===== src/rtl/ps2_kbmat.sv =====
// ps2_kbmat: PS/2 keyboard receiver that maintains the 64-bit pressed-key matrix.
// Scan codes go out to an external keymap; the returned index is applied as make or break.
module ps2_kbmat #(
    parameter int unsigned FILT    = 8,
    parameter int unsigned TIMEOUT = 19660
) (
    input  logic        mck,
    input  logic        rin_n,
    input  logic        ps2_clk,
    input  logic        ps2_dat,
    output logic [7:0]  kb_code,
    output logic        kb_ext,
    input  logic [5:0]  km_idx,
    input  logic        km_vld,
    output logic [63:0] kbmat,
    output logic        kb_evt,
    output logic        kb_err
);

    localparam int unsigned FILT_W = (FILT > 1) ? $clog2(FILT) : 1;
    localparam int unsigned TO_W   = (TIMEOUT > 1) ? $clog2(TIMEOUT) : 1;

    typedef enum logic [2:0] {
        S_IDLE, S_DATA, S_PARITY, S_STOP, S_DECODE, S_LOOKUP
    } state_e;

    state_e state_q, state_d;

    logic              clk_s1_q, clk_s2_q, dat_s1_q, dat_s2_q;
    logic              filt_clk_q, filt_clk_d;
    logic [FILT_W-1:0] flt_cnt_q, flt_cnt_d;
    logic [TO_W-1:0]   to_cnt_q, to_cnt_d;
    logic [7:0]        shreg_q, shreg_d;
    logic [2:0]        bit_cnt_q, bit_cnt_d;
    logic              par_q, par_d;
    logic              ext_q, ext_d, brk_q, brk_d;
    logic [7:0]        kb_code_q, kb_code_d;
    logic              kb_ext_q, kb_ext_d;
    logic [63:0]       kbmat_q, kbmat_d;
    logic              evt_q, evt_d, err_q, err_d;

    logic strobe_c, busy_c, timeout_c, frame_ok_c;

    // Two-flop synchronisers for the asynchronous PS/2 lines (idle high).
    always_ff @(posedge mck or negedge rin_n) begin
        if (!rin_n) begin
            clk_s1_q <= 1'b1;
            clk_s2_q <= 1'b1;
            dat_s1_q <= 1'b1;
            dat_s2_q <= 1'b1;
        end else begin
            clk_s1_q <= ps2_clk;
            clk_s2_q <= clk_s1_q;
            dat_s1_q <= ps2_dat;
            dat_s2_q <= dat_s1_q;
        end
    end

    // Glitch filter: the filtered clock follows only after FILT consecutive differing samples.
    always_comb begin
        filt_clk_d = filt_clk_q;
        flt_cnt_d  = '0;
        if (clk_s2_q != filt_clk_q) begin
            if (flt_cnt_q == FILT_W'(FILT - 1)) begin
                filt_clk_d = clk_s2_q;
            end else begin
                flt_cnt_d = flt_cnt_q + FILT_W'(1);
            end
        end
    end

    assign strobe_c   = filt_clk_q & ~filt_clk_d;
    assign busy_c     = (state_q == S_DATA) || (state_q == S_PARITY) || (state_q == S_STOP);
    assign timeout_c  = busy_c && !strobe_c && (to_cnt_q == TO_W'(TIMEOUT - 1));
    assign frame_ok_c = dat_s2_q & (^{shreg_q, par_q});

    // State register.
    always_ff @(posedge mck or negedge rin_n) begin
        if (!rin_n) state_q <= S_IDLE;
        else        state_q <= state_d;
    end

    // Next-state logic.
    always_comb begin
        state_d = state_q;
        unique case (state_q)
            S_IDLE:   if (strobe_c && !dat_s2_q) state_d = S_DATA;
            S_DATA: begin
                if (timeout_c)                              state_d = S_IDLE;
                else if (strobe_c && bit_cnt_q == 3'd7)     state_d = S_PARITY;
            end
            S_PARITY: begin
                if (timeout_c)     state_d = S_IDLE;
                else if (strobe_c) state_d = S_STOP;
            end
            S_STOP: begin
                if (timeout_c)     state_d = S_IDLE;
                else if (strobe_c) state_d = frame_ok_c ? S_DECODE : S_IDLE;
            end
            S_DECODE: begin
                case (shreg_q)
                    8'hE0, 8'hF0, 8'hE1, 8'hAA: state_d = S_IDLE;
                    default:                    state_d = S_LOOKUP;
                endcase
            end
            S_LOOKUP: state_d = S_IDLE;
            default:  state_d = S_IDLE;
        endcase
    end

    // Datapath/output next values: shifting, flags, matrix update, pulses, timeout count.
    always_comb begin
        shreg_d   = shreg_q;
        bit_cnt_d = bit_cnt_q;
        par_d     = par_q;
        ext_d     = ext_q;
        brk_d     = brk_q;
        kb_code_d = kb_code_q;
        kb_ext_d  = kb_ext_q;
        kbmat_d   = kbmat_q;
        evt_d     = 1'b0;
        err_d     = 1'b0;
        to_cnt_d  = '0;
        if (busy_c && !strobe_c) to_cnt_d = to_cnt_q + TO_W'(1);

        unique case (state_q)
            S_IDLE: if (strobe_c && !dat_s2_q) bit_cnt_d = 3'd0;
            S_DATA, S_PARITY, S_STOP: begin
                if (timeout_c) begin
                    err_d = 1'b1;
                    ext_d = 1'b0;
                    brk_d = 1'b0;
                end else if (strobe_c) begin
                    if (state_q == S_DATA) begin
                        shreg_d   = {dat_s2_q, shreg_q[7:1]};
                        bit_cnt_d = bit_cnt_q + 3'd1;
                    end else if (state_q == S_PARITY) begin
                        par_d = dat_s2_q;
                    end else if (!frame_ok_c) begin
                        err_d = 1'b1;
                        ext_d = 1'b0;
                        brk_d = 1'b0;
                    end
                end
            end
            S_DECODE: begin
                case (shreg_q)
                    8'hE0: ext_d = 1'b1;
                    8'hF0: brk_d = 1'b1;
                    8'hE1, 8'hAA: begin
                        ext_d = 1'b0;
                        brk_d = 1'b0;
                    end
                    default: begin
                        kb_code_d = shreg_q;
                        kb_ext_d  = ext_q;
                    end
                endcase
            end
            S_LOOKUP: begin
                if (km_vld && (kbmat_q[km_idx] != ~brk_q)) begin
                    kbmat_d[km_idx] = ~brk_q;
                    evt_d           = 1'b1;
                end
                ext_d = 1'b0;
                brk_d = 1'b0;
            end
            default: ;
        endcase
    end

    // Datapath registers.
    always_ff @(posedge mck or negedge rin_n) begin
        if (!rin_n) begin
            filt_clk_q <= 1'b1;
            flt_cnt_q  <= '0;
            to_cnt_q   <= '0;
            shreg_q    <= '0;
            bit_cnt_q  <= '0;
            par_q      <= 1'b0;
            ext_q      <= 1'b0;
            brk_q      <= 1'b0;
            kb_code_q  <= '0;
            kb_ext_q   <= 1'b0;
            kbmat_q    <= '0;
            evt_q      <= 1'b0;
            err_q      <= 1'b0;
        end else begin
            filt_clk_q <= filt_clk_d;
            flt_cnt_q  <= flt_cnt_d;
            to_cnt_q   <= to_cnt_d;
            shreg_q    <= shreg_d;
            bit_cnt_q  <= bit_cnt_d;
            par_q      <= par_d;
            ext_q      <= ext_d;
            brk_q      <= brk_d;
            kb_code_q  <= kb_code_d;
            kb_ext_q   <= kb_ext_d;
            kbmat_q    <= kbmat_d;
            evt_q      <= evt_d;
            err_q      <= err_d;
        end
    end

    assign kb_code = kb_code_q;
    assign kb_ext  = kb_ext_q;
    assign kbmat   = kbmat_q;
    assign kb_evt  = evt_q;
    assign kb_err  = err_q;

endmodule


===== config.mk =====
export PLATFORM = sky130hd
export DESIGN_NAME = ps2_kbmat
export DESIGN_NICKNAME = d
export VERILOG_FILES = /design/src/rtl/ps2_kbmat.sv
export SDC_FILE = /design/constraint.sdc
export NUM_CORES = 1
export LEC_CHECK = 0
export ABC_AREA = 1
export CAP_MARGIN = 25
export CORE_MARGIN = 1.5
export CORE_UTILIZATION = 30
export DETAILED_ROUTE_END_ITERATION = 10
export PLACE_DENSITY = 0.55
export SLEW_MARGIN = 15
export SYNTH_ARGS = -nofsm -noshare
export SYNTH_HDL_FRONTEND = slang
export SYNTH_SLANG_ARGS = --single-unit

===== constraint.sdc =====
create_clock -name mck -period 4.3 [get_ports mck]
set_input_delay 0.86 -clock mck [delete_from_list [all_inputs] [get_ports mck]]
set_output_delay 0.86 -clock mck [all_outputs]
set_load 0.05 [all_outputs]

# After elaboration in Yosys (flattened, before gate mapping)
# Cells that the tools add are included.
[classes] n_eq_ne=27 n_addsub=3 n_reduce_logical=25 magnitude_cmp=2 n_bitwise=7 muxes=42
[ops] operator="$bwmux 64" count=1
[ops] operator="$mux 3" count=15
[ops] operator="$eq 8x8->1 const B" count=4
[ops] operator="$ne 3x3->1 const B" count=8
[ops] operator="$mux 1" count=17
[ops] operator="$add 15x1->15 const B" count=1
[ops] operator="$eq 15x15->1 const B" count=1
[ops] operator="$mux 15" count=1
[ops] operator="$pmux 3 s5" count=1
[ops] operator="$eq 3x3->1 const B" count=4
[ops] operator="$reduce_and 6->1" count=2
[ops] operator="$reduce_and 5->1" count=2
[ops] operator="$reduce_xor 9->1" count=1
[ops] operator="$ne 2x2->1 const B" count=4
[ops] operator="$reduce_and 4->1" count=2
[ops] operator="$lt 6x7->1 const B" count=1
[ops] operator="$add 3x1->3 const B" count=2
[ops] operator="$bmux 1 s6" count=1
[ops] operator="$demux 1 s6" count=1
[ops] operator="$eq 3x2->1 const B" count=2
[ops] operator="$ge 6x1->1 const B" count=1
[ops] operator="$logic_and 1x1->1" count=6
[ops] operator="$pmux 1 s3" count=2
[ops] operator="$pmux 3 s2" count=1
[ops] operator="15 further kinds" count=25
[word_totals] ff_bits=115 inputBits=11 out_inout_bits=75

# Logic depth before layout (Yosys ltp)
# Gate-level depths: netlist of run 1.
[depth] word_depth=10 ltp_mapped=19 mapped_depth_nobuf=15

# Worst setup path before layout of run 1
# OpenSTA, ideal clock, no wires.
[synth_timing] path_kind="input to register" start="in km_idx[0]" end="reg kbmat_q[15], in the netlist kbmat[15]" stages=15 arrival_ns=2.293 slack_ns=1.887 path_cell_list="buf_6 > buf_6 > or2_0 > nand3_1 > nand2_1 > o21ai_1 > nand2_1 > nor2_2 > nand2_1 > nand2_2 > buf_6 > buf_6 > nand4_1 > nand2_1 > nand2_1"
[synth_via] elab_chain_cells=5 elab_cells_between_ends=11
[synth_lines] item="from (decl)" line_no="13" source="input logic [5:0] km_idx,"
[synth_lines] item="$lt 6x7->1 (not written as such), or another cell as far along" line_no="162" source="kbmat_d[km_idx] = ~brk_q;"
[synth_lines] item="$logic_and 1x1->1 (not written as such) / $mux 1 (equally long branches)" line_no="162, 161"
[synth_lines] item="$mux 1 (not written as such) / $ne 1x1->1 (equally long branches)" line_no="162, 161"
[synth_lines] item="$demux 1 s6 / $logic_and 1x1->1 (equally long branches)" line_no="162, 161"
[synth_lines] item="$bwmux 64 / $reduce_and 2->1 (equally long branches)"
[synth_lines] item="to (signal assigned)" line_no="199" source="kbmat_q <= kbmat_d;"
[synth_lines] item="to (decl)" line_no="39" source="logic [63:0] kbmat_q, kbmat_d;"
# Parallel ways exist; a longest one is shown, timed or not. The select of a mux whose other input is x is not followed.
# A chain may end at the register's enable or synchronous reset.

# Worst setup path in the final report of run 1
[layout_timing] start="in km_idx[1]" end="reg kbmat_q[26], in the netlist kbmat[26]"
# The elaborated chain is that of the path after synthesis.

==> key figures, run 1 <==
Worst hold path
  • Hold path cells: 0
  • Min-Delay Path Class: flop to flop
  • Endpoint, Worst Hold: dat_s2_q
  • Min-Delay Startpoint: dat_s1_q

STA
  • Setup TNS: 0 ns
  • Final worst path period share: 80.2%
  • RSZ-0062 raised after global routing: no
  • Final Max Tran Viols: 0
  • Max-Slew Margin vs Limit: 49.6%
  • Endpoints failing setup: 0
  • Min cycle time layout: 3.45 ns
  • Final count of hold timing violations: 0
  • Maximum clock rate: 290 MHz
  • Max Clock Skew: 0.0102 ns
  • Hold_ws: 0.354 ns
  • Least-Margin Pin Slew: 0.755 ns

Synth
  • Dominant cell type by area after synthesis: dfrtp_1
  • Sequential element share of the synthesized area: 43.0%
  • Synth top cells by count: 330 x nand2_1, 137 x nand4_1, 110 x dfrtp_1, 110 x nor2_1, 75 x inv_1
  • Synth Register Bits: 115
  • Top-area cell type share of the netlist area: 41.1%
  • Leading register cell type out of synthesis: dfrtp_1
  • Synth warnings: 0
  • Syn Nets: 965
  • Mean Syn Cell Area: 7.06 um^2
  • Synth area leaders: dfrtp_1 41%, nand2_1 18%, nand4_1 13%
  • Ys async rst share: 100%
  • Mapped Area: 0.00670 mm^2
  • Most frequent cell after synthesis: nand2_1
  • EDFF count, synth: 0
  • Number of distinct library cells after synthesis: 31
  • Mapped Cells: 949

Die
  • Die Area: 0.0232 mm^2
  • Std cell rows: 54
  • Die width: 152 um
  • Core ar.: 0.0219 mm^2
  • # IOs: 86
  • Starting Density: 30.6%
  • Die height: 152 um

Clocking
  • # Post-CTS Setup Buffers: 0
  • Max clock buf depth: 2
  • Clock root cell: clkbuf_16
  • CTS Buf Count: 17
  • Clk Latency, worst-skew pair: 0.42 ns
  • CTS Sinks: 115
  • CTS tree: built
  • H-Tree Level Count: 4
  • PostCTS Resize Cnt: 0
  • # hold bufs at CTS: 0
  • Clk slew on worst S/H paths: 0.05 ns

Global routing
  • First-pass GRT wire length: 33.8 mm
  • Vias in the first global route: 6245
  • Largest net degree at the start of global routing: 130
  • Tot GR Track Use: 18.0%
  • Residual overflow from global routing: 0
  • Initial antenna violation count: 0

Critical path
  • Crit path largest cell delay: 0.75 ns
  • Worst EP required: 4.65 ns
  • Crit path launch type: input pin
  • Setup slack, reg-to-reg: 1.91 ns
  • Worst path arrival time: 3.79 ns
  • R2R Path End: ext_q
  • Slowest stage cell, crit path: clkdlybuf4s50_1
  • Worst setup EP type: flop
  • CP Max Fanout: 27
  • Reg-to-Reg Start: flt_cnt_q[0]
  • CP cell instances: clkdlybuf4s50_1, clkinv_1, nor2_1, nand3_1, nand2_1, o21ai_1, nand2_1, nor2_2, nand2_1, nand2_2, buf_4, nand4_1, nand2_1, nand2_1
  • CP most frequent cell: nand2_1
  • Worst Reg-to-Reg Cells: 13
  • WS Path Type: input pin to flop

Routing
  • Antenna Nets Post-Route: 0
  • Drc violations: 0
  • DR pass1 iterations: 5
  • Mean routed wirelength per cell: 15.7 um
  • WL final: 20.5 mm
  • Vias per inst: 5.11
  • Total number of vias: 6663
  • DRT iter0 DRCs: 753

Cells and area
  • Share of cells above drive strength 1: 5.66%
  • Post-Layout Inst Area: 0.00833 mm^2
  • NumNets Final: 1028
  • Syn-to-layout area delta: 24.4%
  • Final Util: 38.1%
  • N_diodes: 0

Run
  • Max Cap Violations: 0

Place
  • Port Buffer Count: 85
  • Hpwl dp: 13.2 mm
  • DP Area: 0.00777 mm^2
  • Routability cong.: 0.820

Outcome
  • Status: complete, no violations

Power and ir drop
  • Leak Pwr: 3.84 nW
  • Maximum vdd drop: 232 uV
  • Power Dens Cells: 385 mW/mm^2
  • Total power: 3.21 mW
## metrics by stage
| step | worst slack [ns] | instances |
|---|---|---|
| 2_1_floorplan | 1.89 | 949 |
| 3_3_place_gp | 0.549 | 1273 |
| 3_5_place_dp | 0.432 | 1273 |
| 4_1_cts | 0.852 | 1305 |
| 5_1_grt | 0.549 | 1305 |
| 6_report | 0.852 | 1305 |
## flip-flops by register name, indices dropped and copies added, names as in the netlist
| name | flops |
|---|---|
| kb_code | 8 |
| par_q | 1 |
| clk_s1_q | 1 |
| kb_ext | 1 |
| kb_err | 1 |
| clk_s2_q | 1 |
| ext_q | 1 |
| dat_s1_q | 1 |
| kb_evt | 1 |
| filt_clk_q | 1 |
| shreg_q | 8 |
| dat_s2_q | 1 |
| bit_cnt_q | 3 |
| kbmat | 64 |
| state_q | 3 |
| brk_q | 1 |
| flt_cnt_q | 3 |
| to_cnt_q | 15 |
## where the power goes
part	internal [mW]	leakage, nW	total, mW	switching, mW
clock	0.862	0.274	1.37	0.512
combinational	0.189	1.99	0.622	0.433
sequential	1.16	1.57	1.21	0.0553
## critical path, delay by kind of cell
kind	cells	cell delay (ns)
buffers and inverters	3	1.43
AND/OR/NAND/NOR	10	1.45
AO/OA/AOI/OAI	1	0.06
## cell type report
| cell class | instances | area (um^2) |
|---|---|---|
| fill | 2370 | 13600 |
| multi-input combinational | 701 | 3230 |
| sequential | 115 | 2880 |
| timing repair buffer | 98 | 1010 |
| clock buffer | 22 | 454 |
| tap | 280 | 350 |
| inverter | 79 | 297 |
| clock inverter | 10 | 109 |
## how the worst max path moves through the flow
stage / cells after the start / startpoint / end
2_1_floorplan: 15 / km_idx[0] / kbmat[15]
3_3_place_gp: 14 / km_idx[1] / kbmat[25]
3_5_place_dp: 14 / km_idx[1] / kbmat[25]
4_1_cts: 14 / km_idx[1] / kbmat[26]
5_1_grt: 14 / km_idx[1] / kbmat[22]
6_report: 14 / km_idx[1] / kbmat[26]
## metal layers
metal / up-vias / track usage, % / share of wire (%)
met2: 230 / 27.6 / 45
met5: - / 0 / 0
met1: 3127 / 25.8 / 48
met4: 0 / 6.36 / 1.8
met3: 26 / 2.79 / 5.5
li1: 3280 / - / -
## kinds of logic (layout without fill, tap and decap cells)
logic type / after synthesis / after routing / share of synthesized area [%]
simple gates: 643 / 643 / 42.8
fa+ha+maj: 5 / 5 / 0.934
flops: 115 / 115 / 43.0
compound gates: 47 / 47 / 3.60
xor+xnor: 6 / 6 / 0.784
buf+inv: 133 / 209 / 8.85
## cell usage in the layout, fill, tap and decap left out, types with 2 or more instances in the layout
cell	netlist	final
dfstp_2	5	5
o21ai_1	6	6
clkbuf_1	25	4
nor3_1	15	15
nand3_1	34	34
clkinv_2	0	5
clkbuf_16	0	17
bufinv_16	0	2
buf_12	0	5
o21ai_0	29	29
inv_1	75	74
or2_2	2	2
nand4_1	137	137
a21oi_1	9	9
clkinv_1	2	3
xor2_1	3	3
xnor2_1	3	3
inv_2	2	2
nand2_1	330	330
clkinvlp_4	0	2
nor4_1	3	3
buf_4	3	9
or2_0	3	3
nor2_1	110	109
nor3b_1	2	2
clkdlybuf4s50_1	0	84
nor2_2	4	4
dfrtp_1	110	110
ha_1	5	5
No activity file was read; power rests on OpenSTA's default activity.
==> run 2: changes to the inputs <==
--- a/config.mk
+++ b/config.mk
@@ -10,7 +10,7 @@
 export CORE_MARGIN = 1.5
 export CORE_UTILIZATION = 30
 export DETAILED_ROUTE_END_ITERATION = 10
-export PLACE_DENSITY = 0.55
+export PLACE_DENSITY = 0.56
 export SLEW_MARGIN = 15
 export SYNTH_ARGS = -nofsm -noshare
 export SYNTH_HDL_FRONTEND = slang
==> constraint.sdc (replaced) <==
create_clock -name mck -period 3.03 [get_ports mck]
set_input_delay 0.606 -clock mck [delete_from_list [all_inputs] [get_ports mck]]
set_output_delay 0.606 -clock mck [all_outputs]
set_load 0.05 [all_outputs]
==> run 2 against run 1 <==
  * Count of clock-buffer cells in the layout up 4
  * Final cell count rose by 1.5%
  * Critical path depth unchanged
  * Global-route usage up 0.40 points
  * Total power is 41% higher
  * Clock skew grew 0.0011 ns
  * Worst setup slack got worse by 0.43 ns
  * Sequential power up 42%
  * Core utilization up 0.69 points
  * Non-clock buffer count up 19
  * Sequential share of layout area down 0.62 points
  * Hold slack worse by 0.29 ns
==> key figures, run 2 (synthesis gave the netlist of run 1 again) <==
Critical path
  • Crit path launch type: input pin
  • CP Max Fanout: 52 (+93%)
  • Worst path arrival time: 2.92 ns (-0.87 ns)
  • Worst setup EP type: flop
  • WS Path Type: input pin to flop
  • Worst EP required: 3.34 ns (-1.31 ns)

Clocking
  • Clock root cell: clkbuf_16
  • CTS tree: built
  • CTS Sinks: 115 (unchanged)
  • Max clock buf depth: 2 (unchanged)
  • # Post-CTS Setup Buffers: 0 (unchanged)
  • H-Tree Level Count: 4 (unchanged)
  • PostCTS Resize Cnt: 0 (unchanged)
  • # hold bufs at CTS: 0 (unchanged)
  • Clk slew on worst S/H paths: 0.05 ns (about the same)
  • CTS Buf Count: 17 (unchanged)
  • Clk Latency, worst-skew pair: 0.43 ns (about the same)

Die
  • Std cell rows: 54 (unchanged)
  • Die height: 152 um (unchanged)
  • Starting Density: 30.6% (unchanged)
  • Core ar.: 0.0219 mm^2 (unchanged)
  • Die width: 152 um (unchanged)
  • Die Area: 0.0232 mm^2 (unchanged)
  • # IOs: 86 (unchanged)

Power and ir drop
  • Logic pwr share: 20.1% (+0.7 points)
  • Reg power frac: 38.1% (+0.3 points)
  • Psw: 1.40 mW (+40%)
  • Maximum vdd drop: 305 uV (+32%)
  • Power Dens Cells: 533 mW/mm^2 (+38%)
  • Total power: 4.52 mW (+41%)
  • Leak Pwr: 3.93 nW (+2.5%)
  • Switching Share: 31.1% (-0.082 points)
  • Internal power: 3.11 mW (+41%)
  • Clock network fraction of design power: 41.8% (-1.0 points)

STA
  • Final worst path period share: 86.2%
  • Max-Slew Margin vs Limit: 60.1% (+10 points)
  • Setup TNS: 0 ns (unchanged)
  • RSZ-0062 raised after global routing: no
  • Endpoints failing setup: 0 (unchanged)
  • Min cycle time layout: 2.61 ns
  • Final Max Tran Viols: 0 (unchanged)
  • Max Clock Skew: 0.0113 ns (+0.00108 ns)
  • Maximum clock rate: 383 MHz
  • Least-Margin Pin Slew: 0.597 ns (-0.158 ns)
  • Final count of hold timing violations: 0 (unchanged)

Global routing
  • Largest net degree at the start of global routing: 130 (unchanged)
  • Residual overflow from global routing: 0 (unchanged)
  • First-pass GRT wire length: 34.2 mm (+1.3%)
  • Vias in the first global route: 6388 (+2.3%)
  • Tot GR Track Use: 18.4% (+0.40 points)
  • Initial antenna violation count: 0 (unchanged)

Routing
  • Mean routed wirelength per cell: 15.7 um (+0.16%)
  • DR pass1 iterations: 5 (unchanged)
  • Drc violations: 0 (unchanged)
  • Total number of vias: 6764 (+1.5%)
  • Antenna Nets Post-Route: 0 (unchanged)
  • DRT iter0 DRCs: 500 (-34%)
  • Vias per inst: 5.11 (about the same)
  • WL final: 20.8 mm (+1.6%)

Cells and area
  • Most common cell after layout, fill and taps aside: nand2_1
  • Max reg flops: 64 (unchanged)
  • NumNets Final: 1047 (+1.8%)
  • Syn-to-layout area delta: 26.6%
  • Share of cells above drive strength 1: 7.18% (+1.5 points)
  • Commonest cells after routing, fill and taps aside: 330 x nand2_1, 137 x nand4_1, 110 x dfrtp_1
  • Final Util: 38.8% (+0.69 points)
  • N_diodes: 0 (unchanged)

Outcome
  • Status: complete, no violations

Worst hold path
  • Min-Delay Path Class: input pin to async pin

Place
  • Hpwl dp: 13.7 mm (+3.5%)
  • Routability cong.: 0.870 (+6.1%)
  • Port Buffer Count: 85 (unchanged)

Run
  • Max Cap Violations: 0 (unchanged)
run 2: final cells by class:
type / count / area [um^2]
clock buffer: 26 / 489
tap: 280 / 350
fill: 2295 / 13400
sequential: 115 / 2880
inverter: 79 / 297
multi-input combinational: 701 / 3230
clock inverter: 6 / 57.6
timing repair buffer: 117 / 1180
run 2: routing by layer:
layer / GRT usage [%] / wire length [um] / vias up
li1: - / - / 3316
met1: 26.1 / 9960 / 3191
met2: 27.5 / 9050 / 226
met3: 3.92 / 1290 / 31
met4: 7.10 / 473 / 0
met5: 0 / 0 / -
run 2: power by group through the flow:
stage | registers, mW | clock network, mW | logic [mW]
global placement | 1.74 | 0 | 0.903
detailed placement | 1.74 | 0 | 0.908
global route | 1.73 | 2.00 | 1.03
floorplan | 1.75 | 0 | 0.619
finish | 1.72 | 1.89 | 0.908
CTS | 1.72 | 1.94 | 0.911
run 2: worst paths after layout:
kind	cells past startpoint	end	slack (ns)	startpoint
max in group asynchronous	2	dat_s2_q	2.27	rin_n
worst min-delay path	1	to_cnt_q[4]	0.07	rin_n
worst max register to register	12	brk_q	0.67	flt_cnt_q[0]
worst max-delay path	14	kbmat[2]	0.42	km_idx[0]
worst min register to register	0	dat_s2_q	0.36	dat_s1_q
min in group mck	0	dat_s2_q	0.36	dat_s1_q
run 2: per-stage QoR:
stage               hold slack [ns]  std cells  cell area (um^2)  setup WS [ns]
CTS                          0.0648       1324              8480          0.476
global route                 0.0715       1324              8480          0.284
finish                       0.0673       1324              8480          0.418
floorplan                     0.310        949              6700          0.871
global placement              0.350       1292              7940         0.0676
detailed placement            0.349       1292              7940         0.0475
run 2: critical path, stage by stage:
cell and delay [ns]:
clkdlybuf4s50_1 0.49, buf_12 0.22, or2_0 0.23, nand3_1 0.07, nand2_1 0.05, o21ai_1 0.17, nand2_1 0.12, nor2_2 0.15
nand2_1 0.11, nand2_2 0.11, buf_12 0.27, nand4_1 0.14, nand2_1 0.09, nand2_1 0.05
==> variant, RTL diff (config.mk and constraints of run 2) <==
The output `kb_evt` loses its register stage (`evt_q` becomes a continuous assignment).
--- a/src/rtl/ps2_kbmat.sv
+++ b/src/rtl/ps2_kbmat.sv
@@ -183,7 +183,6 @@
             kb_code_q  <= '0;
             kb_ext_q   <= 1'b0;
             kbmat_q    <= '0;
-            evt_q      <= 1'b0;
             err_q      <= 1'b0;
         end else begin
             filt_clk_q <= filt_clk_d;
@@ -197,10 +196,11 @@
             kb_code_q  <= kb_code_d;
             kb_ext_q   <= kb_ext_d;
             kbmat_q    <= kbmat_d;
-            evt_q      <= evt_d;
             err_q      <= err_d;
         end
     end
+
+    assign evt_q = evt_d;
 
     assign kb_code = kb_code_q;
     assign kb_ext  = kb_ext_q;
Behaviour: same outputs for any inputs over 10 cycles, from zero or initial values; that may be too few to reach the edited logic, so the function may still have changed.
==> variant against run 2 <==
- count of clock-buffer cells in the layout grew 1
- sequential cell count is 1 lower
- synthesized area decreased by 0.37%
- largest cell class unchanged
- routed wire length fell by 1.1%
- sequential share of layout area is 0.68 points lower
- final area is 1.2% higher
- worst setup slack lost 0.28 ns
- power grew 2.9%
- non-clock buffer count increased by 2
==> variant: results (changes against run 2) <==
yosysSeqAreaShare_pct: 42.8  # was 43.0%
seq_cells: 114  # was 115
buffers_excl_clock: 119  # was 117
multi_input_area_share_pct: 38.0  # was 38.1%
synth.area.top_cells: "dfrtp_1, nand2_1, nand4_1"  # unchanged
timing.rr.end: "ext_q"  # was brk_q
globalplace.congestion: 0.849  # was 0.870
syn_inst: 948  # was 949
yosys-top-cells-count: "nand2_1, nand4_1, nor2_1"  # was nand2_1, nand4_1, dfrtp_1, nor2_1, inv_1
grt_pass1_wl_um: 33500  # was 34200 um
grt_use_total_pct: 17.8  # was 18.4%
ff2ff_setup_slack_ns: 0.62  # was 0.67 ns
drive_gt1_share_pct: 8.43  # was 7.18%
totalWireLength_um: 20600  # was 20800 um
drt_iter0_drc: 624  # was 500
syn_to_final_growth_pct: 28.6  # was 26.6%
nonClkBufAreaFrac_pct: 14.2  # was 13.9%
crit_end: "kb_evt"  # was kbmat[2]
place_inst: 1291  # was 1292
final_core_util_pct: 39.3  # was 38.8%
fin_ws_ns: 0.143  # was 0.418 ns
clkbuf_count: 27  # was 26
power.leakage_nw: 4.00  # was 3.93 nW
dpl-instance-area_um2: 7910  # was 7940 um^2
grt_pass1_vias: 6255  # was 6388
syn-num-nets: 964  # was 965
slowest_delay_ns: 0.34  # was 0.49 ns
place_ws_ns: -0.211  # was 0.0475 ns
sh_seq_area_pct: 33.3  # was 34.0%
startpoint: "km_idx[1]"  # was km_idx[0]
multi_input_area_um2: 3270  # was 3230 um^2
status: "finished, final reports clean"  # unchanged
nNetsFinal: 1048  # was 1047
final-clk-cell-share_pct: 6.91  # was 6.44%
num_vias: 6780  # was 6764
slowest_stage: "dlygate4sd2_1"  # was clkdlybuf4s50_1
## variant: where the power goes
group / total (mW) / switching [mW] / internal (mW)
logic: 0.915 / 0.623 / 0.291
clock network: 2.03 / 0.694 / 1.33
registers: 1.71 / 0.0769 / 1.63
total: 4.65 / 1.39 / 3.26
## variant: worst min path at each step
stage          startpoint  cells after the start      endpoint  slack, ns
3_3_place_gp     clk_s1_q                      0      clk_s2_q       0.35
3_5_place_dp     clk_s1_q                      0      clk_s2_q       0.35
2_1_floorplan       rin_n                      0  bit_cnt_q[0]       0.31
4_1_cts             rin_n                      1    kb_code[3]       0.06
6_report            rin_n                      1        kb_err       0.07
5_1_grt             rin_n                      1    kb_code[3]       0.08
## variant: kinds of logic (layout without fill, tap and decap cells)
| kind of cell | count (synthesis) | count (layout) | share of synthesized area [%] |
|---|---|---|---|
| buffers and inverters | 133 | 229 | 8.88 |
| XOR/XNOR | 6 | 6 | 0.787 |
| adder cells (fa/ha/maj) | 5 | 5 | 0.937 |
| AO/OA/AOI/OAI | 47 | 47 | 3.62 |
| AND/OR/NAND/NOR | 643 | 643 | 42.9 |
| flip-flops | 114 | 114 | 42.8 |
## variant: layer usage
layer | wire length, um | up-vias | global-route usage (%)
li1 | - | 3310 | -
met1 | 9810 | 3249 | 25.1
met2 | 9380 | 192 | 26.9
met3 | 957 | 29 | 3.73
met4 | 407 | 0 | 6.75
met5 | 0 | - | 0
## variant: worst max-delay path, delay by kind of cell
family,cells,cell delay (ns)
buffers and inverters,3,0.65
AND/OR/NAND/NOR,8,0.83
AO/OA/AOI/OAI,1,0.19
## variant: what timing repair did
| action | 4_1_cts | 5_1_grt |
|---|---|---|
| pin swaps | 0 | 1 |
| gates resized for setup | 5 | 13 |
| endpoints found under the setup margin | 1 | 1 |
| gates cloned | 0 | 1 |
| setup buffers | 0 | 1 |
